===== config.mk =====
export PLATFORM = sky130hd
export DESIGN_NAME = countdown_timer
export DESIGN_NICKNAME = d
export VERILOG_FILES = /design/src/rtl/timer_pkg.sv /design/src/rtl/mod_down_counter.sv /design/src/rtl/countdown_timer.sv
export SDC_FILE = /design/constraint.sdc
export NUM_CORES = 1
export LEC_CHECK = 0
export CORE_MARGIN = 1.5
export CORE_UTILIZATION = 52
export CTS_CLUSTER_DIAMETER = 40
export DETAILED_ROUTE_END_ITERATION = 8
export PLACE_DENSITY = 0.81
export SLEW_MARGIN = 20
export SYNTH_ARGS = -nofsm -noshare
export SYNTH_HDL_FRONTEND = slang
export SYNTH_SLANG_ARGS = --single-unit

===== constraint.sdc =====
create_clock -name clk -period 2.8 [get_ports clk]
set_clock_uncertainty 0.05 [all_clocks]
set_input_delay 0.7 -clock clk [delete_from_list [all_inputs] [get_ports clk]]
set_output_delay 0.7 -clock clk [all_outputs]
set_load 0.05 [all_outputs]

===== src/rtl/timer_pkg.sv =====
// timer_pkg: shared state type, digit moduli and load saturation helper
// for the SS.hh BCD countdown timer ({sec_tens, sec_units, tenths, hundredths}).
package timer_pkg;

    typedef enum logic [1:0] {IDLE, RUN, PAUSE, DONE} timer_state_t;

    localparam int BCD_WID = 4;

    // Index 0 is the most significant digit (sec_tens).
    localparam int DIGIT_MOD [4] = '{6, 10, 10, 10};

    // Clamp each digit of a loaded value to its modulus minus one.
    function automatic logic [4*BCD_WID-1:0] sat_bcd(
        input logic [4*BCD_WID-1:0] v
    );
        logic [4*BCD_WID-1:0] r;
        logic [BCD_WID-1:0]   lim;
        logic [BCD_WID-1:0]   dig;
        r = '0;
        for (int i = 0; i < 4; i++) begin
            lim = BCD_WID'(DIGIT_MOD[3-i] - 1);
            dig = v[i*BCD_WID +: BCD_WID];
            r[i*BCD_WID +: BCD_WID] = (dig > lim) ? lim : dig;
        end
        return r;
    endfunction

endpackage


===== src/rtl/mod_down_counter.sv =====
// mod_down_counter: loadable modulo-N down counter for one BCD digit.
// Wraps 0 -> MOD_VALUE-1 and raises a combinational borrow on that wrap.
module mod_down_counter #(
    parameter int MOD_VALUE = 10,
    parameter int WID       = 4
) (
    input  logic           clk,
    input  logic           reset,
    input  logic           load,
    input  logic [WID-1:0] load_value,
    input  logic           decrement,
    output logic           borrow,
    output logic [WID-1:0] count
);

    logic [WID-1:0] count_q;
    logic [WID-1:0] count_d;

    // Next digit value and borrow into the next-higher digit.
    always_comb begin
        borrow  = decrement && (count_q == '0);
        count_d = count_q;
        if (load) begin
            count_d = load_value;
        end else if (decrement) begin
            if (count_q == '0) begin
                count_d = WID'(MOD_VALUE - 1);
            end else begin
                count_d = count_q - 1'b1;
            end
        end
    end

    // Digit register.
    always_ff @(posedge clk) begin
        if (reset) begin
            count_q <= '0;
        end else begin
            count_q <= count_d;
        end
    end

    assign count = count_q;

endmodule


===== src/rtl/countdown_timer.sv =====
// countdown_timer: SS.hh BCD countdown with prescaled tick, start/stop/load
// control, registered running/expired decodes and a one-cycle done pulse.
module countdown_timer
    import timer_pkg::*;
#(
    parameter int TICK_DIV = 1_000_000,
    parameter int TICK_WID = $clog2(TICK_DIV)
) (
    input  logic        clk,
    input  logic        reset,
    input  logic        load,
    input  logic [15:0] load_value,
    input  logic        start,
    input  logic        stop,
    output logic [15:0] count,
    output logic        running,
    output logic        expired,
    output logic        done
);

    timer_state_t        state_q;
    timer_state_t        state_d;
    logic [TICK_WID-1:0] presc_q;
    logic [TICK_WID-1:0] presc_d;
    logic                done_q;
    logic                done_d;

    logic        tick;
    logic        dec_en;
    logic        load_acc;
    logic        cnt_zero;
    logic        cnt_one;
    logic [15:0] count_w;
    logic [15:0] load_sat;
    logic [3:0]  dec;
    logic [3:0]  borrow;
    logic        borrow_unused;

    assign tick     = (state_q == RUN) &&
                      (presc_q == TICK_WID'(TICK_DIV - 1));
    assign load_acc = load && (state_q != RUN);
    assign load_sat = sat_bcd(load_value);
    assign cnt_zero = (count_w == 16'h0000);
    assign cnt_one  = (count_w == 16'h0001);

    // Hundredths digit takes the tick; each higher digit takes the borrow below.
    assign dec           = {borrow[2:0], dec_en};
    assign borrow_unused = borrow[3];

    for (genvar i = 0; i < 4; i++) begin : g_digit
        mod_down_counter #(
            .MOD_VALUE (DIGIT_MOD[3-i]),
            .WID       (BCD_WID)
        ) u_digit (
            .clk        (clk),
            .reset      (reset),
            .load       (load_acc),
            .load_value (load_sat[i*BCD_WID +: BCD_WID]),
            .decrement  (dec[i]),
            .borrow     (borrow[i]),
            .count      (count_w[i*BCD_WID +: BCD_WID])
        );
    end

    // Control FSM: load beats stop beats start; decrement only on an unstopped tick.
    always_comb begin
        state_d = state_q;
        dec_en  = 1'b0;
        unique case (state_q)
            IDLE: begin
                if (load || stop) begin
                    state_d = IDLE;
                end else if (start) begin
                    state_d = cnt_zero ? DONE : RUN;
                end
            end
            RUN: begin
                if (stop) begin
                    state_d = PAUSE;
                end else if (tick && !cnt_zero) begin
                    dec_en = 1'b1;
                    if (cnt_one) begin
                        state_d = DONE;
                    end
                end
            end
            PAUSE: begin
                if (load) begin
                    state_d = IDLE;
                end else if (stop) begin
                    state_d = PAUSE;
                end else if (start) begin
                    state_d = RUN;
                end
            end
            DONE: begin
                if (load) begin
                    state_d = IDLE;
                end
            end
            default: state_d = IDLE;
        endcase
    end

    // Prescaler runs only while staying in RUN; any entry to RUN restarts it.
    always_comb begin
        presc_d = '0;
        done_d  = (state_d == DONE) && (state_q != DONE);
        if ((state_q == RUN) && (state_d == RUN) && !tick) begin
            presc_d = presc_q + 1'b1;
        end
    end

    // State, prescaler and done pulse registers.
    always_ff @(posedge clk) begin
        if (reset) begin
            state_q <= IDLE;
            presc_q <= '0;
            done_q  <= 1'b0;
        end else begin
            state_q <= state_d;
            presc_q <= presc_d;
            done_q  <= done_d;
        end
    end

    assign count   = count_w;
    assign running = (state_q == RUN);
    assign expired = (state_q == DONE);
    assign done    = done_q;

endmodule

==> results.json <==
{
  "synth_top_area_share_pct": 35.9,
  "power_density_nw_per_um2": 484,
  "overflow": 0,
  "seqPwrFrac_pct": 45.2,
  "initial_core_util_pct": 54.4,
  "synth_common_cells": "nor2_1, dfxtp_1, nand2_1",
  "finalSetupViolations": 0,
  "crit_path_end_kind": "output pin",
  "synth-async-reset-ratio_pct": 0,
  "die_h_um": 67.7,
  "max-slew-margin-rel_pct": 53.3,
  "grt_max_degree": 21,
  "cts.path.max_buffers": 2,
  "cap_violations": 0,
  "path_class": "flop to output pin",
  "combPwrFrac_pct": 17.9,
  "io_buffer_count": 39,
  "holdCritPathClass": "flop to flop",
  "wl_per_cell_um": 14.5,
  "fillerInstances": 352,
  "grt_pass1_vias": 1961,
  "clk_pin_slew_ns": 0.07,
  "cts_tree": "yes",
  "dieArea_sq_um": 4580,
  "synth_area_sq_um": 2180,
  "track_usage_pct": 25.2,
  "stdcell_area_sq_um": 2740,
  "antenna_found_initial": 0,
  "critical_path_arrival_ns": 1.94,
  "cts_root_buf": "clkbuf_8",
  "rr_startpoint": "g_digit[2].u_digit.count[3]",
  "drt-pass1-iter-count": 4,
  "via_per_inst": 6.00,
  "synth.area.top_cells": "dfxtp_1, nor2_1, xor2_1",
  "cp-endpoint": "running",
  "p_leak_uw": 0.000909,
  "cp_max_fo": 8,
  "fmax_ghz": 0.372,
  "placed_area_sq_um": 2620,
  "postRouteAntennaNets": 0,
  "fin_hold_ws_ns": 0.402,
  "drt_iter0_drc": 208,
  "r2r_cells": 5,
  "min_period_over_period_pct": 95.9,
  "synth.distinct_cells": 53,
  "diodes": 0,
  "synth_ff_type": "dfxtp_1",
  "hpwl_um": 3780,
  "worst_pin_slew_ns": 0.694,
  "via_count": 2185,
  "synth_seq_cells": 39,
  "critPathLaunchType": "flop",
  "fin_nets": 335,
  "power.share.clock_pct": 37.0,
  "yosysSeqAreaShare_pct": 35.9,
  "final.setup.worst_slack_ns": 0.114,
  "synth_edf_count": 0,
  "clk_latency_ns": 0.30,
  "r2r_slack_ns": 0.47,
  "ctsHoldBuffers": 0,
  "setup_tns_ns": 0,
  "synth_area_leader_cell": "dfxtp_1",
  "switching_share_pct": 27.6,
  "drt-total-wl_um": 5270,
  "grt_pass1_wl_um": 8840,
  "cts_buffers": 5,
  "syn_to_final_growth_pct": 25.6,
  "status": "finished clean",
  "fp.coreArea_sq_um": 4000,
  "ys_warn_count": 0,
  "max-vdd-ir-drop_uv": 303,
  "ios": 40,
  "placedCellCount": 356,
  "synth_cells": 274,
  "rsz0062_at_grt": "no",
  "avgSynthCellArea_sq_um": 7.95,
  "yosysMostFrequentCell": "nor2_1",
  "internal-power_uw": 957,
  "cts_resized": 0,
  "layout_min_cycle_time_ns": 2.69,
  "gp_congestion": 0.858,
  "rows": 23,
  "drcViolationCount": 0,
  "cts.htree.levels": 2,
  "drv_slew": 0,
  "critPathRequiredTime_ns": 2.05,
  "switchingPower_uw": 365,
  "pre_cts_ws_ns": 0.145,
  "hold_viol": 0,
  "final_cells": 364,
  "cts.sinks": 39,
  "r2r_end": "g_digit[0].u_digit.count[3]",
  "synth_nets": 296,
  "cp-startpoint": "state_q[1]",
  "die_w_um": 67.7,
  "drive_above_1_share_pct": 8.28,
  "postCtsSetupBuffers": 0
}
==> cell usage in the layout (no fill, tap or decap), types with 2 or more instances in the layout <==
master and n:
nand3_1 10, inv_1 5, and3_1 4, or4_1 6, clkdlybuf4s50_1 39, nand2b_1 4, o211ai_1 3, xor2_1 11
a211o_1 2, or3_1 6, nor4_1 6, nor4b_1 3, nor3_1 8, nand4_1 11, a31oi_1 2, o31ai_1 2
nand2_1 25, xnor2_1 8, a2111oi_0 2, a21oi_1 11, dfxtp_1 39, a211oi_1 2, buf_4 6, a311oi_1 4
nor4bb_1 2, nor2_1 45, or2_2 3, nor4_2 2, and2_1 3, and2_2 2, o41ai_1 2, o21ai_0 8
clkbuf_8 6
==> metrics by stage <==
step	utilization, %	total power (uW)
CTS	68.4	1340
detailed placement	65.4	842
floorplan	-	753
global route	68.4	1380
finish	68.4	1320
global placement	65.4	841
==> flip-flops by register name, summed over array words and instances, names as in the netlist <==
name                   cells
done                       1
state_q                    2
presc_q                   20
g_digit.u_digit.count     16
==> area by class of cell <==
class | instances | area (sq um) | share of cell area, %
multi-input cells | 216 | 1320 | 48.1
flip-flops and latches | 39 | 781 | 28.5
repair buffers | 45 | 435 | 15.9
clock buffers | 6 | 82.6 | 3.02
well taps | 50 | 62.6 | 2.29
clock inverters | 2 | 35.0 | 1.28
inverters | 6 | 22.5 | 0.823
==> logic make-up after synthesis <==
kind of cell / Yosys count / share of synthesized area, %
flops: 39 / 35.9
fa+ha+maj: 1 / 0.575
mux: 1 / 0.460
simple gates: 148 / 36.3
buf+inv: 19 / 3.68
xor+xnor: 19 / 7.64
compound gates: 47 / 15.5
==> worst max-delay path: stages (launching register included) <==
cell             delay [ns]
dfxtp_1                0.39
nand2b_1               0.26
inv_1                  0.17
clkdlybuf4s50_1        0.83
==> metal layers <==
metal  share of wire [%]  vias to the layer above  wire length [um]  track usage, %
li1                    -                     1082                 -               -
met2                  48                       74              2520            41.2
met5                   0                        -                 0               0
met3                 6.6                       12               349            5.00
met4                 1.7                        0                90            8.93
met1                  44                     1017              2310            32.7
==> power by group through the flow <==
stage / Sequential [uW] / Combinational, uW / Clock [uW]
after floorplan: 650 / 103 / 0
after CTS: 597 / 235 / 504
final: 598 / 236 / 489
after global placement: 609 / 232 / 0
after global routing: 601 / 254 / 524
after detailed placement: 610 / 232 / 0
==> worst min-delay path by stage <==
| stage | startpoint | endpoint | slack [ns] | cells past startpoint |
|---|---|---|---|---|
| floorplan | presc_q[0] | presc_q[0] | 0.37 | 1 |
| global placement | presc_q[0] | presc_q[0] | 0.38 | 1 |
| detailed placement | presc_q[0] | presc_q[0] | 0.39 | 1 |
| CTS | presc_q[0] | presc_q[0] | 0.41 | 1 |
| global route | presc_q[0] | presc_q[0] | 0.45 | 1 |
| finish | presc_q[0] | presc_q[0] | 0.40 | 1 |
Note: power is estimated with default switching activity, not from simulation.
